===== config.mk =====
export PLATFORM = sky130hd
export DESIGN_NAME = transpose_sequencer_flat
export DESIGN_NICKNAME = d
export VERILOG_FILES = /design/src/rtl/transpose_sequencer_if.sv /design/src/rtl/transpose_sequencer.sv /design/src/flat_wrapper.sv
export SDC_FILE = /design/constraint.sdc
export NUM_CORES = 1
export LEC_CHECK = 0
export CORE_MARGIN = 2
export CORE_UTILIZATION = 50
export CTS_BUF_LIST = sky130_fd_sc_hd__clkbuf_8 sky130_fd_sc_hd__clkbuf_16
export DETAILED_ROUTE_END_ITERATION = 8
export GPL_ROUTABILITY_DRIVEN = 0
export PLACE_DENSITY = 0.83
export SLEW_MARGIN = 15
export SYNTH_ARGS = -nofsm -noshare
export SYNTH_HDL_FRONTEND = slang
export SYNTH_SLANG_ARGS = --single-unit
export TNS_END_PERCENT = 10

===== constraint.sdc =====
create_clock -name Clock -period 16.34 [get_ports Clock]
set_input_delay 1.634 -clock Clock [delete_from_list [all_inputs] [get_ports Clock]]
set_output_delay 1.634 -clock Clock [all_outputs]
set_load 0.01 [all_outputs]

===== src/rtl/transpose_sequencer_if.sv =====
// Memory bus and transposition-responder handshake seen by transpose_sequencer.
interface transpose_sequencer_if #(
  parameter int unsigned ADDR_W = 8
);
  logic              MemRead;
  logic              MemWrite;
  logic [ADDR_W-1:0] MemAddr;
  logic [31:0]       MemData;
  logic [31:0]       WrData;
  logic              Enable;
  logic [2:0]        Operation;
  logic [31:0]       Column1;
  logic [31:0]       Column2;
  logic [31:0]       Column3;
  logic [31:0]       Column4;
  logic              Done;
  logic [31:0]       NewRow1;
  logic [31:0]       NewRow2;
  logic [31:0]       NewRow3;
  logic [31:0]       NewRow4;

  modport master (
    output MemRead, MemWrite, MemAddr, WrData, Enable, Operation,
           Column1, Column2, Column3, Column4,
    input  MemData, Done, NewRow1, NewRow2, NewRow3, NewRow4
  );

  modport slave (
    input  MemRead, MemWrite, MemAddr, WrData, Enable, Operation,
           Column1, Column2, Column3, Column4,
    output MemData, Done, NewRow1, NewRow2, NewRow3, NewRow4
  );
endinterface


===== src/rtl/transpose_sequencer.sv =====
// Fetches a 4x4 matrix row by row, hands each row to the transposition unit and writes
// the column-ordered result back. Define TSEQ_TIMEOUT_EN to build the responder timeout.
module transpose_sequencer #(
  parameter int unsigned SRC_BASE = 0,
  parameter int unsigned DST_BASE = 16,
  parameter int unsigned ADDR_W   = 8,
  parameter int unsigned TIMEOUT  = 8
) (
  input  logic                 Clock,
  input  logic                 ClearAll,
  input  logic                 Start,
  output logic                 Busy,
  output logic                 Finished,
  output logic                 Error,
  transpose_sequencer_if.master bus
);
  localparam logic [2:0] S_IDLE   = 3'd0;
  localparam logic [2:0] S_READ   = 3'd1;
  localparam logic [2:0] S_ISSUE  = 3'd2;
  localparam logic [2:0] S_WAIT   = 3'd3;
  localparam logic [2:0] S_WRITE  = 3'd4;
  localparam logic [2:0] S_FINISH = 3'd5;
  localparam logic [2:0] S_ERROR  = 3'd6;
  localparam logic [2:0] OP_TRANSPOSE = 3'b100;

  logic [2:0]        state_q, state_d;
  logic [1:0]        row_q, row_d;
  logic [3:0]        cnt_q, cnt_d;
  logic [31:0]       col_q [4];
  logic [31:0]       tbuf_q [16];
  logic [31:0]       new_row [4];
  logic              busy_d, finished_d, mem_read_d, mem_write_d, enable_d;
  logic              mem_read_q, mem_write_q, enable_q;
  logic [2:0]        op_d, op_q;
  logic [ADDR_W-1:0] addr_d, addr_q;
  logic [31:0]       wr_data_d, wr_data_q;

`ifdef TSEQ_TIMEOUT_EN
  localparam int unsigned TO_W = (TIMEOUT > 1) ? $clog2(TIMEOUT) : 1;
  logic [TO_W-1:0] wait_q;
  logic            timeout_hit;
  assign timeout_hit = (wait_q == TO_W'(TIMEOUT - 1));
`endif

  assign new_row[0] = bus.NewRow1;
  assign new_row[1] = bus.NewRow2;
  assign new_row[2] = bus.NewRow3;
  assign new_row[3] = bus.NewRow4;

  // Next state, then every output computed for the cycle being entered so the ports stay registered.
  always_comb begin
    state_d = state_q;
    row_d   = row_q;
    cnt_d   = cnt_q;
    case (state_q)
      S_IDLE: if (Start) begin
        state_d = S_READ;
        row_d   = '0;
        cnt_d   = '0;
      end
      S_READ: begin
        if (cnt_q == 4'd4) begin
          state_d = S_ISSUE;
          cnt_d   = '0;
        end else begin
          cnt_d = cnt_q + 4'd1;
        end
      end
      S_ISSUE: state_d = S_WAIT;
      S_WAIT: begin
        if (bus.Done) begin
          cnt_d = '0;
          if (row_q == 2'd3) begin
            state_d = S_WRITE;
          end else begin
            state_d = S_READ;
            row_d   = row_q + 2'd1;
          end
        end
`ifdef TSEQ_TIMEOUT_EN
        else if (timeout_hit) begin
          state_d = S_ERROR;
        end
`endif
      end
      S_WRITE: begin
        if (cnt_q == 4'd15) begin
          state_d = S_FINISH;
          cnt_d   = '0;
        end else begin
          cnt_d = cnt_q + 4'd1;
        end
      end
      default: state_d = S_IDLE;
    endcase

    busy_d      = (state_d == S_READ) || (state_d == S_ISSUE) ||
                  (state_d == S_WAIT) || (state_d == S_WRITE);
    finished_d  = (state_d == S_FINISH);
    mem_read_d  = (state_d == S_READ) && !cnt_d[2];
    mem_write_d = (state_d == S_WRITE);
    enable_d    = (state_d == S_ISSUE);
    op_d        = enable_d ? OP_TRANSPOSE : 3'b000;
    addr_d      = '0;
    wr_data_d   = '0;
    if (mem_read_d) begin
      addr_d = ADDR_W'(SRC_BASE) + ADDR_W'({row_d, cnt_d[1:0]});
    end
    if (mem_write_d) begin
      addr_d    = ADDR_W'(DST_BASE) + ADDR_W'(cnt_d);
      wr_data_d = tbuf_q[cnt_d];
    end
  end

  // Read data lands one cycle after its strobe, so READ slot c fills row register c-1.
  always_ff @(posedge Clock) begin
    if (ClearAll) begin
      state_q     <= S_IDLE;
      row_q       <= '0;
      cnt_q       <= '0;
      Busy        <= 1'b0;
      Finished    <= 1'b0;
      mem_read_q  <= 1'b0;
      mem_write_q <= 1'b0;
      enable_q    <= 1'b0;
      op_q        <= 3'b000;
      addr_q      <= '0;
      wr_data_q   <= '0;
      for (int c = 0; c < 4; c++) col_q[c] <= '0;
    end else begin
      state_q     <= state_d;
      row_q       <= row_d;
      cnt_q       <= cnt_d;
      Busy        <= busy_d;
      Finished    <= finished_d;
      mem_read_q  <= mem_read_d;
      mem_write_q <= mem_write_d;
      enable_q    <= enable_d;
      op_q        <= op_d;
      addr_q      <= addr_d;
      wr_data_q   <= wr_data_d;
      if (state_q == S_READ && cnt_q != 4'd0) begin
        col_q[2'(cnt_q - 4'd1)] <= bus.MemData;
      end
    end
  end

  // Returned row r becomes column r of the buffer; contents need no reset.
  always_ff @(posedge Clock) begin
    if (!ClearAll && state_q == S_WAIT && bus.Done) begin
      for (int k = 0; k < 4; k++) tbuf_q[{2'(k), row_q}] <= new_row[k];
    end
  end

`ifdef TSEQ_TIMEOUT_EN
  always_ff @(posedge Clock) begin
    if (ClearAll) begin
      wait_q <= '0;
      Error  <= 1'b0;
    end else begin
      wait_q <= (state_q == S_WAIT && state_d == S_WAIT) ? wait_q + TO_W'(1) : '0;
      if (state_q == S_IDLE && Start) begin
        Error <= 1'b0;
      end else if (state_d == S_ERROR) begin
        Error <= 1'b1;
      end
    end
  end
`else
  // Responder timeout not built; Error is constant 0.
  assign Error = 1'b0 & (TIMEOUT != 32'd0);
`endif

  assign bus.MemRead   = mem_read_q;
  assign bus.MemWrite  = mem_write_q;
  assign bus.MemAddr   = addr_q;
  assign bus.WrData    = wr_data_q;
  assign bus.Enable    = enable_q;
  assign bus.Operation = op_q;
  assign bus.Column1   = col_q[0];
  assign bus.Column2   = col_q[1];
  assign bus.Column3   = col_q[2];
  assign bus.Column4   = col_q[3];
endmodule


===== src/flat_wrapper.sv =====
// flat-port wrapper written by rule: the top's interface ports become plain ports
module transpose_sequencer_flat 
#(
  parameter int unsigned SRC_BASE = 0,
  parameter int unsigned DST_BASE = 16,
  parameter int unsigned ADDR_W   = 8,
  parameter int unsigned TIMEOUT  = 8
)
  (Clock, ClearAll, Start, Busy, Finished, Error, bus_MemRead, bus_MemWrite, bus_MemAddr, bus_WrData, bus_Enable, bus_Operation, bus_Column1, bus_Column2, bus_Column3, bus_Column4, bus_MemData, bus_Done, bus_NewRow1, bus_NewRow2, bus_NewRow3, bus_NewRow4);
  transpose_sequencer_if #(.ADDR_W(ADDR_W)) bus_i ();
  input  logic Clock;
  input  logic ClearAll;
  input  logic Start;
  output logic Busy;
  output logic Finished;
  output logic Error;
  output wire logic [$bits(bus_i.MemRead)-1:0] bus_MemRead;
  output wire logic [$bits(bus_i.MemWrite)-1:0] bus_MemWrite;
  output wire logic [$bits(bus_i.MemAddr)-1:0] bus_MemAddr;
  output wire logic [$bits(bus_i.WrData)-1:0] bus_WrData;
  output wire logic [$bits(bus_i.Enable)-1:0] bus_Enable;
  output wire logic [$bits(bus_i.Operation)-1:0] bus_Operation;
  output wire logic [$bits(bus_i.Column1)-1:0] bus_Column1;
  output wire logic [$bits(bus_i.Column2)-1:0] bus_Column2;
  output wire logic [$bits(bus_i.Column3)-1:0] bus_Column3;
  output wire logic [$bits(bus_i.Column4)-1:0] bus_Column4;
  input wire logic [$bits(bus_i.MemData)-1:0] bus_MemData;
  input wire logic [$bits(bus_i.Done)-1:0] bus_Done;
  input wire logic [$bits(bus_i.NewRow1)-1:0] bus_NewRow1;
  input wire logic [$bits(bus_i.NewRow2)-1:0] bus_NewRow2;
  input wire logic [$bits(bus_i.NewRow3)-1:0] bus_NewRow3;
  input wire logic [$bits(bus_i.NewRow4)-1:0] bus_NewRow4;
  assign bus_MemRead = bus_i.MemRead;
  assign bus_MemWrite = bus_i.MemWrite;
  assign bus_MemAddr = bus_i.MemAddr;
  assign bus_WrData = bus_i.WrData;
  assign bus_Enable = bus_i.Enable;
  assign bus_Operation = bus_i.Operation;
  assign bus_Column1 = bus_i.Column1;
  assign bus_Column2 = bus_i.Column2;
  assign bus_Column3 = bus_i.Column3;
  assign bus_Column4 = bus_i.Column4;
  assign bus_i.MemData = bus_MemData;
  assign bus_i.Done = bus_Done;
  assign bus_i.NewRow1 = bus_NewRow1;
  assign bus_i.NewRow2 = bus_NewRow2;
  assign bus_i.NewRow3 = bus_NewRow3;
  assign bus_i.NewRow4 = bus_NewRow4;
  transpose_sequencer #(.SRC_BASE(SRC_BASE), .DST_BASE(DST_BASE), .ADDR_W(ADDR_W), .TIMEOUT(TIMEOUT)) u_core (.Clock(Clock), .ClearAll(ClearAll), .Start(Start), .Busy(Busy), .Finished(Finished), .Error(Error), .bus(bus_i));
endmodule

# [Yosys cells after proc, flatten, opt, wreduce, memory -nomap -nowiden]
# Memories as Yosys holds them, arrays and structs flattened. A register that Yosys moved wholly into a read port is not among the register bits.
# Cells that the tools add are included.
[totals] ff_bits=25 ram_bits=640 input_bits=164 output_inout_bits=177 n_memories=2
[memory_table] name="u_core.tbuf_q" words=16 word_bits=32 read_ports=1 rd_clocked_by_memory_dff=1 wr=4 line="transpose_sequencer.sv:30" source="logic [31:0] tbuf_q [16];"
[memory_table] name="u_core.col_q" words=4 word_bits=32 read_ports=4 rd_clocked_by_memory_dff=0 wr=4 line="transpose_sequencer.sv:29" source="logic [31:0] col_q [4];"
[classes] addsub=4 n_eq_ne=12 muxes=28 n_bitwise=1 reduce_logical=13
[ops] op="32-bit two-way mux" n=1
[ops] op="32-bit OR reduction" n=1
[ops] op="4-bit two-way mux" n=5
[ops] op="3-bit two-way mux" n=6
[ops] op="4-bit case mux with 4 select lines" n=1
[ops] op="3-bit case mux with 5 select lines" n=1
[ops] op="3-bit by 2-bit equality test with 1-bit output (second input constant)" n=4
[ops] op="3-bit equality test (second input constant)" n=3
[ops] op="1-bit two-way mux" n=8
[ops] op="2-bit two-way mux" n=4
[ops] op="8-bit two-way mux" n=1
[ops] op="5-bit by 4-bit adder with 6-bit output (first input constant)" n=1
[ops] op="3-bit by 1-bit equality test with 1-bit output (second input constant)" n=2
[ops] op="4-bit by 1-bit adder with 4-bit output (second input constant)" n=1
[ops] op="4-bit by 3-bit equality test with 1-bit output (second input constant)" n=1
[ops] op="4-bit equality test (second input constant)" n=1
[ops] op="1-bit logical AND" n=4
[ops] op="2-bit case mux with 2 select lines" n=1
[ops] op="4-bit nonzero test" n=1
[ops] op="3-bit logical NOT" n=1
[ops] op="1-bit logical OR" n=3
[ops] op="2-bit by 1-bit adder with 2-bit output (second input constant)" n=1
[ops] op="2-bit equality test (second input constant)" n=1
[ops] op="1-bit logical NOT" n=2
[ops] op="other kinds (3)" n=3

# [Logic depth before layout (Yosys ltp)]
[depth] ltp_word=8 mapped_depth=12 depth_no_buf=8

# [Worst setup path after synthesis]
# Ideal clock, no wire load.
[synth_timing] path_kind="input port to flip-flop" from="in ClearAll" to="mem u_core.tbuf_q[10][0], enable pin" setup_ns=0.799 t_arrival_ns=11.539 required_ns=15.541 slack_ns=4.002 path_stages=3 path_buffers=1 cell_sequence="clkbuf_1 or3_1 nor3b_1"
[synth_rtl] item="start, declared" line="flat_wrapper.sv:12" source="input logic ClearAll;"
[synth_rtl] item="end, declared" line="transpose_sequencer.sv:30"

# [Final worst setup path]
[layout_timing] from="in bus_Done" to="reg u_core.wr_data_q[6], in the netlist u_core.bus.WrData[6] (read register of u_core.tbuf_q)"
[layout_via] elab_chain_cells=5 elab_cells_between_ends=7
[layout_lines] item="start, declared" line="flat_wrapper.sv:28" source="input wire logic [$bits(bus_i.Done)-1:0] bus_Done;"
[layout_lines] item="3-bit two-way mux" line="transpose_sequencer.sv:71" source="if (bus.Done) begin"
[layout_lines] item="3-bit case mux with 5 select lines" line="transpose_sequencer.sv:55" source="case (state_q)"
[layout_lines] item="3-bit equality test" line="transpose_sequencer.sv:101" source="mem_write_d = (state_d == S_WRITE);"
[layout_lines] item="1-bit inverter (no source line)"
[layout_lines] item="2-bit OR reduction (no source line)"
[layout_lines] item="end, declared" line="transpose_sequencer.sv:36" source="logic [31:0] wr_data_d, wr_data_q;"
# Several ways; a longest one is shown, not always the timed one.
# A chain may end at the register's enable or synchronous reset.

==> results.ini <==
[grt]
antenna_found_initial = 11
grt_first_pass_wirelength_mm = 93.3
grt_max_degree = 198
grt_use_total_pct = 23.0
first_global_vias = 15500
grt_overflow = 0

[pwr]
share_comb_of_total_power_pct = 7.1
power.density_cell_area_nw_per_um2 = 116
finalPower_mw = 3.78
clock_power_share_pct = 41.3
switching_share_pct = 21.6
p_leak_nw = 11.5
power_switching_uw = 817
ir_worst_vdd_uv = 84.1
power_report.internal_total_mw = 2.96
power.share.sequential_pct = 51.7

[placement]
dpl.hpwl_mm = 36.2
numPortBuffers = 334
numPlacedInstances = 2562
pre_cts_slack_ns = 9.83
postPlaceCellArea_um2 = 30100

[clock_network]
ctsResizeCount = 0
cts_root_buf = clkbuf_16
clock_tree.htree_level_count = 3
ctsLongestPathBuffers = 3
insertion_delay_ns = 0.62
tritoncts = built
cts_post_setup_buffers_inserted = 0
cts_hold_buf = 0
cts_bufs_inserted = 69
clk_pin_slew_worst_paths_ns = 0.06
clock_sink_count = 691

[synth]
synth_cell_types = 54
synth_area_leader_cell = edfxtp_1
synth.cell_area_um2 = 26300
ys_seq_elements = 691
synthDominantCellAreaShare_pct = 72.9
post_synth.cell_area_avg_um2 = 16.1
yosys_warnings = 0
yosys.area_share.adder_pct = 0.0950
synth-xor-area-share_pct = 0.0665
edff_count_synth = 640
synth-seq-area-share_pct = 76.8
synthTopCellsByArea = edfxtp_1 73%, dfxtp_1 3.9%, a211oi_1 3.5%
synth-compound-area-share_pct = 9.28
synthMostInstantiatedCell = edfxtp_1
synth_top_flop_cell = edfxtp_1
most_frequent_cells_after_synthesis = 640 x edfxtp_1, 133 x nand2_1, 129 x and2_1, 123 x a211oi_1, 110 x a21oi_1
synth_top_family_by_area = compound AO/OA/AOI/OAI gates
post_synth_and_or_nand_nor_area_fraction_pct = 8.69
async_reset_ff_share_pct = 0
post_synth_mux_area_share_pct = 2.55
mapped_cells = 1639

[timing]
worst_pin_slew_ns = 1.16
timing.setup.tns_ns = 0
finalHoldWorstSlack_ns = 0.615
slew_headroom_pct = 22.7
setup_viol_count_final = 0
achievable-frequency_ghz = 0.166
rsz0062_at_grt = no
fin_skew_ns = 0.0229
final.min_clock_period_ns = 6.01
finalCritPeriodShare_pct = 36.8
worst_slack_ns = 10.33
finalMaxSlewViolations = 0
hold_violation_count_in_the_final_report = 0

[setup_path]
cp-end-kind = register
worstPathRequired_ns = 16.81
cp_slowest_cell = buf_4
cp_max_fo = 107
worstSetupStartpointType = primary input
critical_path.max_stage_delay_ns = 0.89
crit_path_frequent_cell = buf_4
worst-path-buf-inv = 4
worst_ep_arrival_time_ns = 6.48
crit_path_cell_trace = clkdlybuf4s50_1, nand2b_1, o2111ai_4, buf_4, nand2_8, buf_4, buf_4, mux2i_1, a221oi_1, or4_1
crit_type = primary input to register
cpLargestDelayFamily = buffers and inverters

[die]
die_y_um = 234
boundaryPins = 341
die_area_um2 = 54500
fp.coreArea_um2 = 52300
initial_utilization_pct = 50.3
chipWidth_um = 234
floorplan.rows = 84

[detailed_routing]
met3_length_mm = 5.41
wire_per_inst_um = 23.8
drt_first_pass_iters = 6
detail_route.wirelength.met1_mm = 25.1
dr.first_iter.drc_count = 1889
ant_nets = 0
detailroute.wirelength.met2_mm = 31.6
drt_wl_total_mm = 64.3
maxUsedRoutingLayer = met5
drt_drc_violations_left = 0
count_of_vias_placed_by_the_detailed_router = 15800
via_per_inst = 5.86

[outcome]
outcome = completed

[layout]
finish.instance_area_um2 = 32400
nets = 2111
postLayoutCoreUtil_pct = 61.9
post_layout_nonfiller_instances = 2697
fillCellCount = 3581
area.growth.synth_to_final_pct = 23.1
register_area_um2 = 20200
multiInputGateArea_um2 = 5520
final_layout_size_suffix_gt1_share_pct = 8.35

[job]
maxCapViolations = 0

[worst_hold_path]
hold_crit_path_type = register to register

-- power by group through the flow --
stage / Clock (mW) / Combinational, mW / Sequential [mW]
after CTS: 1.58 / 0.265 / 1.95
final: 1.56 / 0.267 / 1.95
after global placement: 0 / 0.254 / 1.99
after floorplan: 0 / 0.141 / 1.99
after detailed placement: 0 / 0.263 / 1.99
after global routing: 1.64 / 0.285 / 1.95
-- flip-flops by register name (all words and copies together), names as in the netlist, 2 cells and up --
name / flops
u_core.col_q: 128
u_core.cnt_q: 4
u_core.row_q: 2
u_core.state_q: 3
u_core.tbuf_q: 512
u_core.bus.MemAddr: 5
u_core.bus.WrData: 32
-- worst paths after layout --
kind / start / slack (ns) / to / cells past startpoint
worst max-delay path: bus_Done / 10.33 / u_core.bus.WrData[6] / 10
worst min-delay path: u_core.row_q[1] / 0.62 / u_core.row_q[1] / 2
worst max register to register: u_core.cnt_q[0] / 10.99 / u_core.bus.WrData[6] / 11
worst min register to register: u_core.row_q[1] / 0.62 / u_core.row_q[1] / 2
-- cell families (layout without fill, tap and decap cells) --
logic type                 count (synthesis)  after routing
AOI/OAI and AO/OA                        340            340
muxes                                     67             67
DFF                                      691            691
adders and majority gates                  2              2
buffers and inverters                    128            485
xor gates and xnor gates                   2              2
other                                      1             14
and+or+nand+nor                          408            408
-- worst register-to-register path, cell delays in order, from the launching register on --
cell and delay, ns:
dfxtp_1 0.40, inv_1 0.13, ha_1 0.24, nand3b_4 0.10, a221o_2 0.40, buf_4 0.38
nand2_8 0.71, buf_4 0.91, buf_4 0.91, mux2i_1 0.32, a221oi_1 0.13, or4_1 0.59
-- layout by cell type, fill, tap and decap left out, types with 3 or more instances in the layout --
cell and n:
a21oi_2 20, buf_4 15, dfxtp_1 51, a22oi_2 3, clkinv_2 7, inv_6 3
mux2i_1 67, inv_1 33, clkbuf_16 71, diode_2 8, a221oi_1 67, nor3b_2 3
and2_1 129, nor2_1 15, or4_1 32, nand2b_1 5, a211oi_1 123, nand3b_2 3
conb_1 6, and3_1 64, clkbuf_8 8, nand2_1 133, edfxtp_1 640, a21oi_1 110
clkdlybuf4s50_1 334, bufinv_16 5
-- metal layers --
| metal | vias up | track usage (%) |
|---|---|---|
| li1 | 6993 | - |
| met1 | 7863 | 29.8 |
| met2 | 795 | 37.4 |
| met3 | 149 | 5.09 |
| met4 | 10 | 10.1 |
| met5 | - | 0 |
-- final cells by class --
cell class,count,share of cell area [%]
diodes,8,0.0617
flip-flops and latches,691,62.4
clock buffers,79,5.82
repair buffers,351,10.8
well taps,688,2.65
inverters,7,0.0810
multi-input cells,825,17.0
clock inverters,48,1.14
No activity file was read; power rests on OpenSTA's default activity.
